<file path="src/rtl/conv_pkg.sv">
// Shared types for the conv-layer pixel path: sample width, default frame size,
// streamer FSM states and the per-beat pixel record.
package conv_pkg;

   localparam int DATA_WIDTH   = 8;
   localparam int FRAME_WIDTH  = 224;
   localparam int FRAME_HEIGHT = 224;

   typedef enum logic [2:0] {
      ST_IDLE,
      ST_LOADW,
      ST_SETTLE,
      ST_STREAM,
      ST_DRAIN,
      ST_DONE
   } state_t;

   typedef struct packed {
      logic [DATA_WIDTH-1:0] r;
      logic [DATA_WIDTH-1:0] g;
      logic [DATA_WIDTH-1:0] b;
      logic                  sof;
      logic                  eol;
   } rgb_pix_t;

endpackage

</file>
<file path="src/rtl/rgb_skid_buf.sv">
// One-entry skid buffer on rgb_pix_t: input passes straight through, and is parked when the sink stalls.
// Latency 0 (pass-through); backpressure: in_rdy means a beat presented next cycle has a slot.
module rgb_skid_buf
   import conv_pkg::*;
(
   input  logic     clk,
   input  logic     rst,
   input  logic     in_vld,
   output logic     in_rdy,
   input  rgb_pix_t in_dat,
   output logic     out_vld,
   input  logic     out_rdy,
   output rgb_pix_t out_dat
);

   logic     full;
   rgb_pix_t hold_dat;

   always_ff @(posedge clk or negedge rst) begin
      if (!rst) begin
         full     <= 1'b0;
         hold_dat <= '0;
      end else if (full) begin
         if (out_rdy)
            full <= 1'b0;
      end else if (in_vld && !out_rdy) begin
         full     <= 1'b1;
         hold_dat <= in_dat;
      end
   end

   // Idle outputs are forced to zero so RAM bus noise never reaches the sink.
   assign out_vld = full | in_vld;
   assign out_dat = full ? hold_dat : (in_vld ? in_dat : '0);
   assign in_rdy  = !full | out_rdy;

endmodule

</file>
<file path="src/rtl/rgb_frame_streamer.sv">
// Streams one HEIGHT x WIDTH planar RGB frame to the conv layer after a load_weight pulse and settle gap.
// Latency: first beat 2 cycles after SETTLE; backpressure via pixel_ready, one in-flight read absorbed by a skid.
module rgb_frame_streamer
   import conv_pkg::*;
#(
   parameter int WIDTH         = FRAME_WIDTH,
   parameter int HEIGHT        = FRAME_HEIGHT,
   parameter int SETTLE_CYCLES = 5,
   parameter int ADDR_W        = 16
) (
   input  logic                  clk,
   input  logic                  rst,
   input  logic                  start,
   output logic                  mem_rd_en,
   output logic [ADDR_W-1:0]     mem_addr,
   input  logic [DATA_WIDTH-1:0] mem_rdata_r,
   input  logic [DATA_WIDTH-1:0] mem_rdata_g,
   input  logic [DATA_WIDTH-1:0] mem_rdata_b,
   output logic                  load_weight,
   output logic [DATA_WIDTH-1:0] pixel_out_r,
   output logic [DATA_WIDTH-1:0] pixel_out_g,
   output logic [DATA_WIDTH-1:0] pixel_out_b,
   output logic                  pixel_valid,
   input  logic                  pixel_ready,
   output logic                  sof,
   output logic                  eol,
   output logic                  busy,
   output logic                  done
);

   localparam int CW = $clog2(WIDTH);
   localparam int RW = $clog2(HEIGHT);
   localparam int SW = (SETTLE_CYCLES > 1) ? $clog2(SETTLE_CYCLES) : 1;

   state_t          state, state_nxt;
   logic [CW-1:0]   col;
   logic [RW-1:0]   row;
   logic [ADDR_W-1:0] addr;
   logic [SW-1:0]   settle_cnt;
   logic            rd_pend, rd_sof, rd_eol;
   logic            last_col, last_pix, skid_in_rdy;
   rgb_pix_t        ram_pix, out_pix;

   assign last_col = (col == CW'(WIDTH - 1));
   assign last_pix = last_col && (row == RW'(HEIGHT - 1));

   always_comb begin
      state_nxt   = state;
      mem_rd_en   = 1'b0;
      load_weight = 1'b0;
      done        = 1'b0;
      busy        = (state != ST_IDLE);
      case (state)
         ST_IDLE:   if (start) state_nxt = ST_LOADW;
         ST_LOADW: begin
            load_weight = 1'b1;
            state_nxt   = (SETTLE_CYCLES == 0) ? ST_STREAM : ST_SETTLE;
         end
         ST_SETTLE: if (int'(settle_cnt) == SETTLE_CYCLES - 1) state_nxt = ST_STREAM;
         ST_STREAM: begin
            // Only read when the returning beat is guaranteed a place next cycle.
            mem_rd_en = skid_in_rdy && (pixel_ready || !pixel_valid);
            if (mem_rd_en && last_pix) state_nxt = ST_DRAIN;
         end
         ST_DRAIN:  if (!pixel_valid || pixel_ready) state_nxt = ST_DONE;
         ST_DONE: begin
            done      = 1'b1;
            state_nxt = ST_IDLE;
         end
         default:   state_nxt = ST_IDLE;
      endcase
   end

   always_ff @(posedge clk or negedge rst) begin
      if (!rst) state <= ST_IDLE;
      else      state <= state_nxt;
   end

   always_ff @(posedge clk or negedge rst) begin
      if (!rst) begin
         col        <= '0;
         row        <= '0;
         addr       <= '0;
         settle_cnt <= '0;
         rd_pend    <= 1'b0;
         rd_sof     <= 1'b0;
         rd_eol     <= 1'b0;
      end else begin
         rd_pend <= mem_rd_en;
         if (mem_rd_en) begin
            rd_sof <= (addr == '0);
            rd_eol <= last_col;
            addr   <= addr + 1'b1;
            if (last_col) begin
               col <= '0;
               row <= row + 1'b1;
            end else begin
               col <= col + 1'b1;
            end
         end
         if (state == ST_SETTLE) settle_cnt <= settle_cnt + 1'b1;
         else                    settle_cnt <= '0;
         if (state == ST_DONE) begin
            col  <= '0;
            row  <= '0;
            addr <= '0;
         end
      end
   end

   // Flags are captured at read issue so they line up with the RAM return.
   assign ram_pix = '{r: mem_rdata_r, g: mem_rdata_g, b: mem_rdata_b, sof: rd_sof, eol: rd_eol};

   rgb_skid_buf u_skid (
      .clk     (clk),
      .rst     (rst),
      .in_vld  (rd_pend),
      .in_rdy  (skid_in_rdy),
      .in_dat  (ram_pix),
      .out_vld (pixel_valid),
      .out_rdy (pixel_ready),
      .out_dat (out_pix)
   );

   assign mem_addr    = addr;
   assign pixel_out_r = out_pix.r;
   assign pixel_out_g = out_pix.g;
   assign pixel_out_b = out_pix.b;
   assign sof         = out_pix.sof;
   assign eol         = out_pix.eol;

endmodule

</file>
<file path="config.mk">
export PLATFORM = sky130hd
export DESIGN_NAME = rgb_frame_streamer
export DESIGN_NICKNAME = d
export VERILOG_FILES = /design/src/rtl/conv_pkg.sv /design/src/rtl/rgb_skid_buf.sv /design/src/rtl/rgb_frame_streamer.sv
export SDC_FILE = /design/constraint.sdc
export NUM_CORES = 1
export LEC_CHECK = 0
export CAP_MARGIN = 40
export CORE_ASPECT_RATIO = 1.75
export CORE_MARGIN = 5
export CORE_UTILIZATION = 51
export DETAILED_ROUTE_END_ITERATION = 12
export PLACE_DENSITY = 0.8
export SKIP_LAST_GASP = 1
export SLEW_MARGIN = 20
export SYNTH_ARGS = -nofsm -noshare
export SYNTH_HDL_FRONTEND = slang
export SYNTH_HIERARCHICAL = 1
export SYNTH_SLANG_ARGS = --single-unit
</file>
<file path="constraint.sdc">
create_clock -name clk -period 2.3 [get_ports clk]
set_input_delay 0.345 -clock clk [delete_from_list [all_inputs] [get_ports clk]]
set_output_delay 0.345 -clock clk [all_outputs]
set_load 0.1 [all_outputs]
</file>
==> results by group, run 1 <==
Global route
  • First-pass GRT wire length: 14.3 mm
  • Pin count of the biggest net entering global routing: 49
  • Number of global-route vias before repair: 3,150
  • Number of antenna violations at the first check in global routing: 0
  • Aggregate global-route resource usage: 20.8%
  • Total global routing overflow: 0

Power
  • Proportion of power drawn by combinational gates: 59.4%
  • Worst vdd ir: roughly 1.3 mV
  • Internal power component: a little over 4000 uW
  • Sequential fraction of design power: 23.9%
  • Power spent charging and discharging nets: 3730 uW
  • Power share of the clock group: between 10% and 20%
  • Final total power: 7820 uW
  • Leakage power of the design: 0.00217 uW
  • Switching Fraction: 47.8%
  • P per Cell Area: 1570 mW/mm2

Layout
  • Layout cell share with drive strength beyond 1: 27.8%
  • Most frequent standard cell in the layout excluding fill and tap cells: sky130_fd_sc_hd__dfrtp_1
  • Total non-filler cell area in the finished layout: 0.00496 mm2
  • Commonest non-fill, non-tap cells in the layout: 67 x sky130_fd_sc_hd__dfrtp_1, 38 x sky130_fd_sc_hd__buf_4, 31 x sky130_fd_sc_hd__buf_12
  • Diodes inserted: 0
  • Growth of design area from synthesis to finish: 41.7%
  • Fill cell count: just under 500
  • Layout Nets: 449

Route
  • Amount of wire on met3 after detailed routing: 448 um
  • Post-detailed-route DRC marker count: 0
  • Routed length on met2: 4.73 mm
  • Drt wl/cell: 17.3 um
  • Via-to-Cell Ratio: around 6
  • Number of vias in the routed layout: between 3,000 and 4,000
  • Total iterations of the first detailed-routing run: 4
  • Initial DRC Count: ~130
  • Wire length after detailed routing: 8.67 mm
  • Detailed-route wire length on metal 1: 3.30 mm
  • Top sig layer: met4
  • DRT antenna net count: 0

Placement
  • Number of port buffers: 74
  • Placed Instance Area: roughly 0.0047 mm2
  • DP Worst Slack: -0.00606 ns
  • Final Wtd Congestion: 0.862
  • Sum of net half-perimeters after detailed placement: around 6.3 mm

Critical path
  • CP Max Fanout: 16
  • Startpoint class of the critical path: register
  • Launching element of the worst setup path: rd_pend$_DFF_PN0_
  • Data arrival time of the critical path: 1.86 ns
  • Worst Setup End Kind: primary output
  • Worst reg2reg path startpoint: rd_pend$_DFF_PN0_
  • Worst endpoint required time: 1.96 ns
  • Critical path type: reg2out

Die
  • I/O pin count: 75
  • Initial Util: 51.5%
  • Placeable core region: 0.00681 mm2
  • Full die area: around 0.0087 mm2
  • Floorplan die height: approximately 120 um
  • Die span in x: roughly 73 um
  • Number of core rows: 40

Synth
  • Post-synth EDFFs: 0
  • Avg Synthesized Cell Area: 10.7 um2
  • Synthesized area: around 0.0035 mm2
  • Number of warning messages in the yosys log: 6
  • Synthesis-stage register bit count: 68
  • Number of library cell types mapped by synthesis: 47
  • Register area share after synthesis: 48.6%
  • Post-Syn Instances: 328
  • Most common flop cell mapped by yosys: sky130_fd_sc_hd__dfrtp_1
  • Share of synthesized registers carrying an async set or reset: 100%
  • Number of nets produced by synthesis: 362

Timing
  • Post-route setup slack: approximately 0.097 ns
  • Accumulated negative setup slack: 0 ns
  • Time the final worst path needs with I/O delays and setup: 2.20 ns
  • Fin Clk Skew: 0.00496 ns
  • Top achievable clock speed: approximately 450 MHz
  • Final worst-path cycle share: between 90% and 100%
  • Worst hold slack after final layout: about 0.47 ns
  • Slew headroom: between 60% and 70%
  • Max-slew violation count: 0
  • Final setup vio count: 0
  • Worst Max-Slew Pin Slew: 0.531 ns
  • Number of hold violations in the final report: 0
  • RSZ-0062 raised after global routing: no

Hold path
  • Classification of the worst-slack hold path: reg2reg
  • HP Start: settle_cnt[0]$_DFF_PN0_

CTS
  • Root Buffer Master: sky130_fd_sc_hd__clkbuf_16
  • Maximum clock insertion buffer count: 2
  • Hold_buf cts: 1
  • Clock transition at the registers of the reported paths: 0.05 ns
  • Post-CTS Setup Bufs: 0
  • Clk sinks: 68
  • TritonCTS Buffers: 9
  • TritonCTS clock tree: yes
  • Post-cts sizing count: 0
  • Clock latency reported for the late side of the worst-skew pair: 0.33 ns
  • H-tree levels: 3

Outcome
  • Run status: completed

Run
  • # Max-Cap Violations: 0
power by group through the flow:
stage	sequential, uW	clock [uW]	combinational (uW)
finish	1860	1310	4650
global route	1910	1380	4820
CTS	1860	1330	4680
detailed placement	1880	0	4650
floorplan	2180	0	2760
global placement	1840	0	4590
area by class of cell:
| cell class | instances | area (um2) | share of cell area, % |
|---|---|---|---|
| timing repair buffer | 97 | 1180 | 23.8 |
| multi-input combinational | 228 | 1650 | 33.3 |
| clock inverter | 3 | 40.0 | 0.806 |
| tap | 84 | 105 | 2.12 |
| inverter | 11 | 43.8 | 0.882 |
| clock buffer | 10 | 239 | 4.81 |
| sequential | 68 | 1700 | 34.3 |
registers in the layout (all words and copies together) (netlist names):
register and flops:
state 3, u_skid/full 1, mem_addr 16, u_skid/hold_dat 26
row 8, rd_sof 1, rd_eol 1, col 8
rd_pend 1, settle_cnt 3
logic make-up after synthesis:
kind of cell | count (synthesis) | synth area share, %
simple gates | 115 | 19.7
fa+ha+maj | 6 | 2.14
mux | 27 | 8.64
buf+inv | 32 | 4.50
compound gates | 71 | 14.2
xor+xnor | 9 | 2.25
flops | 68 | 48.6
critical path, stage by stage, from the launching register on:
cell and delay [ns]:
sky130_fd_sc_hd__dfrtp_1 0.37, sky130_fd_sc_hd__or2_2 0.35, sky130_fd_sc_hd__nand2b_1 0.14, sky130_fd_sc_hd__nand3_2 0.31, sky130_fd_sc_hd__inv_4 0.19, sky130_fd_sc_hd__buf_12 0.18
final timing paths:
check | end | slack [ns] | depth (start not counted)
worst max-delay path | mem_rd_en | 0.1 | 5
worst min-delay path | settle_cnt[0]$_DFF_PN0_ | 0.47 | 1
worst max register to register | mem_addr[11]$_DFFE_PN0P_ | 0.25 | 7
worst min register to register | settle_cnt[0]$_DFF_PN0_ | 0.47 | 1
max in group asynchronous | u_skid/hold_dat[11]$_DFFE_PN0P_ | 1.13 | 3
min in group asynchronous | col[0]$_DFFE_PN0P_ | 0.53 | 2
layer usage:
| metal | global-route usage (%) | up-vias |
|---|---|---|
| li1 | - | 1400 |
| met1 | 22.5 | 1507 |
| met2 | 37.2 | 95 |
| met3 | 5.45 | 19 |
| met4 | 8.31 | 0 |
| met5 | 0 | - |
synth_stat cells (2+ instances only):
library cell               count  area (um2)
sky130_fd_sc_hd__buf_4         3        22.5
sky130_fd_sc_hd__nand4b_1      2        17.5
sky130_fd_sc_hd__buf_2         9        45.0
sky130_fd_sc_hd__and4_1        2        17.5
sky130_fd_sc_hd__a22o_1       25         219
sky130_fd_sc_hd__a21oi_1      16        80.1
sky130_fd_sc_hd__ha_1          6        75.1
sky130_fd_sc_hd__nor3_1        3        15.0
sky130_fd_sc_hd__nor2_1       13        48.8
sky130_fd_sc_hd__nand3b_1      3        22.5
sky130_fd_sc_hd__nor2b_1       3        18.8
sky130_fd_sc_hd__dfrtp_1      68        1700
sky130_fd_sc_hd__nand2b_1      2        12.5
sky130_fd_sc_hd__o21ai_0      11        55.1
sky130_fd_sc_hd__and3_1        6        37.5
sky130_fd_sc_hd__and4b_1       2        20.0
sky130_fd_sc_hd__or3_1         7        43.8
sky130_fd_sc_hd__nand2_1      19        71.3
sky130_fd_sc_hd__xor2_1        3        26.3
sky130_fd_sc_hd__inv_1        10        37.5
sky130_fd_sc_hd__mux2_2       25         282
sky130_fd_sc_hd__or4_1        11        82.6
sky130_fd_sc_hd__nor4_1        5        31.3
sky130_fd_sc_hd__o31ai_1      13        97.6
sky130_fd_sc_hd__nand3_1      15        75.1
sky130_fd_sc_hd__buf_6         2        22.5
sky130_fd_sc_hd__xnor2_1       6        52.6
sky130_fd_sc_hd__nand4_1      12        75.1
sky130_fd_sc_hd__clkbuf_1      6        22.5
sky130_fd_sc_hd__and2_1        3        18.8
through the flow:
stage,cells,utilization [%]
floorplan,328,-
global placement,487,68.7
detailed placement,487,68.7
CTS,501,72.9
global route,501,72.9
finish,501,72.9
No activity file was read; power rests on OpenSTA's default activity.
==> run 2: changes to the inputs <==
--- a/config.mk
+++ b/config.mk
@@ -10,7 +10,7 @@
 export CORE_MARGIN = 5
 export CORE_UTILIZATION = 51
 export DETAILED_ROUTE_END_ITERATION = 12
-export PLACE_DENSITY = 0.8
+export PLACE_DENSITY = 0.9
 export SKIP_LAST_GASP = 1
 export SLEW_MARGIN = 20
 export SYNTH_ARGS = -nofsm -noshare
==> results by group, run 2 (synthesis gave the netlist of run 1 again) <==
CTS
  • Root Buffer Master: sky130_fd_sc_hd__clkbuf_16
  • Clk sinks: 68
  • H-tree levels: 3
  • TritonCTS clock tree: yes
  • Clock latency reported for the late side of the worst-skew pair: 0.33 ns
  • Maximum clock insertion buffer count: 2
  • Clock transition at the registers of the reported paths: 0.05 ns
  • TritonCTS Buffers: 9
  • Hold_buf cts: 0

Placement
  • Sum of net half-perimeters after detailed placement: 6.78 mm
  • Final Wtd Congestion: 0.864
  • Number of port buffers: 74
  • DP Worst Slack: -0.0946 ns

Timing
  • Fin Clk Skew: approximately 0.0056 ns
  • Final worst-path cycle share: 94.1%
  • Slew headroom: about three fifths
  • Max-slew violation count: 0
  • RSZ-0062 raised after global routing: no
  • Worst hold slack after final layout: 0.0144 ns
  • Worst Max-Slew Pin Slew: 0.578 ns
  • Post-route setup slack: about 0.14 ns
  • Time the final worst path needs with I/O delays and setup: 2.16 ns
  • Final setup vio count: 0
  • Number of hold violations in the final report: 0
  • Top achievable clock speed: 462 MHz
  • Accumulated negative setup slack: 0 ns

Die
  • Full die area: slightly below 0.009 mm2
  • Placeable core region: 0.00681 mm2
  • Floorplan die height: 120 um
  • I/O pin count: 75
  • Initial Util: 51.5%
  • Die span in x: 72.7 um
  • Number of core rows: 40

Critical path
  • Launching element of the worst setup path: pixel_ready
  • Worst endpoint required time: 1.96 ns
  • Data arrival time of the critical path: between 1.5 and 2 ns
  • Worst-case register-to-register setup slack: around 0.25 ns
  • Worst Setup End Kind: primary output
  • Capturing point of the worst reg2reg path: mem_addr[12]$_DFFE_PN0P_
  • Worst reg2reg path startpoint: rd_pend$_DFF_PN0_
  • Startpoint class of the critical path: primary input
  • CP Max Fanout: 6
  • Critical path type: in2out
  • Cell depth of the worst flop-to-flop path: 6

Power
  • Worst vdd ir: 1.11 mV
  • Leakage power of the design: 0.00218 uW
  • P per Cell Area: 1600 mW/mm2

Layout
  • Diodes inserted: 0
  • Layout cell share with drive strength beyond 1: 27.9%
  • Number of flip-flops under the largest register name: 26
  • Top reg by flops: u_skid/hold_dat
  • Layout Nets: between 400 and 500
  • Growth of design area from synthesis to finish: 42.1%
  • Most frequent standard cell in the layout excluding fill and tap cells: sky130_fd_sc_hd__dfrtp_1
  • Final core occ: 73.2%
  • Commonest non-fill, non-tap cells in the layout: 67 x sky130_fd_sc_hd__dfrtp_1, 43 x sky130_fd_sc_hd__buf_4, 30 x sky130_fd_sc_hd__buf_12

Route
  • Number of vias in the routed layout: roughly 3,100
  • DRT antenna net count: 0
  • Initial DRC Count: 198
  • Total iterations of the first detailed-routing run: 5
  • Wire length after detailed routing: 9.78 mm
  • Post-detailed-route DRC marker count: 0
  • Via-to-Cell Ratio: 6.18
  • Drt wl/cell: 19.3 um

Global route
  • Number of global-route vias before repair: 3,256
  • Pin count of the biggest net entering global routing: 45
  • Number of antenna violations at the first check in global routing: 0
  • Total global routing overflow: 0
  • Aggregate global-route resource usage: a little under a quarter
  • First-pass GRT wire length: approximately 16 mm

Run
  • # Max-Cap Violations: 0

Outcome
  • Run status: completed

Hold path
  • Classification of the worst-slack hold path: in2async
run 2: cell types whose count changed in the layout (fill, tap and decap cells not counted):
cell and delta:
sky130_fd_sc_hd__dlygate4sd3_1 -1, sky130_fd_sc_hd__buf_4 +5, sky130_fd_sc_hd__clkinv_2 -1, sky130_fd_sc_hd__buf_12 -1, sky130_fd_sc_hd__clkbuf_1 +5, sky130_fd_sc_hd__nand3_2 -1, sky130_fd_sc_hd__nand3_4 +1, sky130_fd_sc_hd__clkbuf_8 -1
run 2: cell type report:
cell class	instances	area, um2
clock inverters	2	35.0
fillers	402	1830
clock buffers	14	244
repair buffers	100	1190
well taps	84	105
inverters	11	43.8
flip-flops and latches	68	1700
multi-input cells	228	1660
run 2: worst max path at each step:
stage,slack [ns],to
final,0.14,mem_rd_en
after floorplan,-0.17,pixel_out_r[3]
after CTS,0.003,mem_rd_en
after detailed placement,-0.09,mem_rd_en
after global routing,0.06,mem_rd_en
after global placement,-0.03,mem_rd_en
run 2: worst max-delay path: stages:
cell                              delay [ns]
sky130_fd_sc_hd__clkdlybuf4s50_1        0.58
sky130_fd_sc_hd__buf_4                  0.15
sky130_fd_sc_hd__nand2b_1               0.20
sky130_fd_sc_hd__nand3_4                0.12
sky130_fd_sc_hd__buf_4                  0.16
sky130_fd_sc_hd__inv_4                  0.08
sky130_fd_sc_hd__buf_12                 0.17
run 2: layer usage:
metal | vias to the layer above | track usage [%] | part of all wire (%)
li1 | 1416 | - | -
met5 | - | 0 | 0
met1 | 1561 | 26.8 | 35
met2 | 132 | 42.8 | 56
met3 | 25 | 4.69 | 5.8
met4 | 0 | 10.2 | 2.9
run 2: repair_timing:
item	4_1_cts	5_1_grt
cloned	0	0
setup endpoints to repair	1	1
pin swaps	1	1
resized for setup	1	0
buffers inserted	0	2
run 2: power breakdown:
part	switching, uW	internal [uW]	total [uW]
Clock	473	838	1310
Combinational	3060	1690	4750
Sequential	317	1570	1890
run 2: metrics by stage:
step	total power [uW]	cells	area [um2]
3_3_place_gp	6420	489	4680
3_5_place_dp	6570	489	4680
2_1_floorplan	4940	328	3520
5_1_grt	8250	507	4980
4_1_cts	7940	505	4960
6_report	7960	507	4980
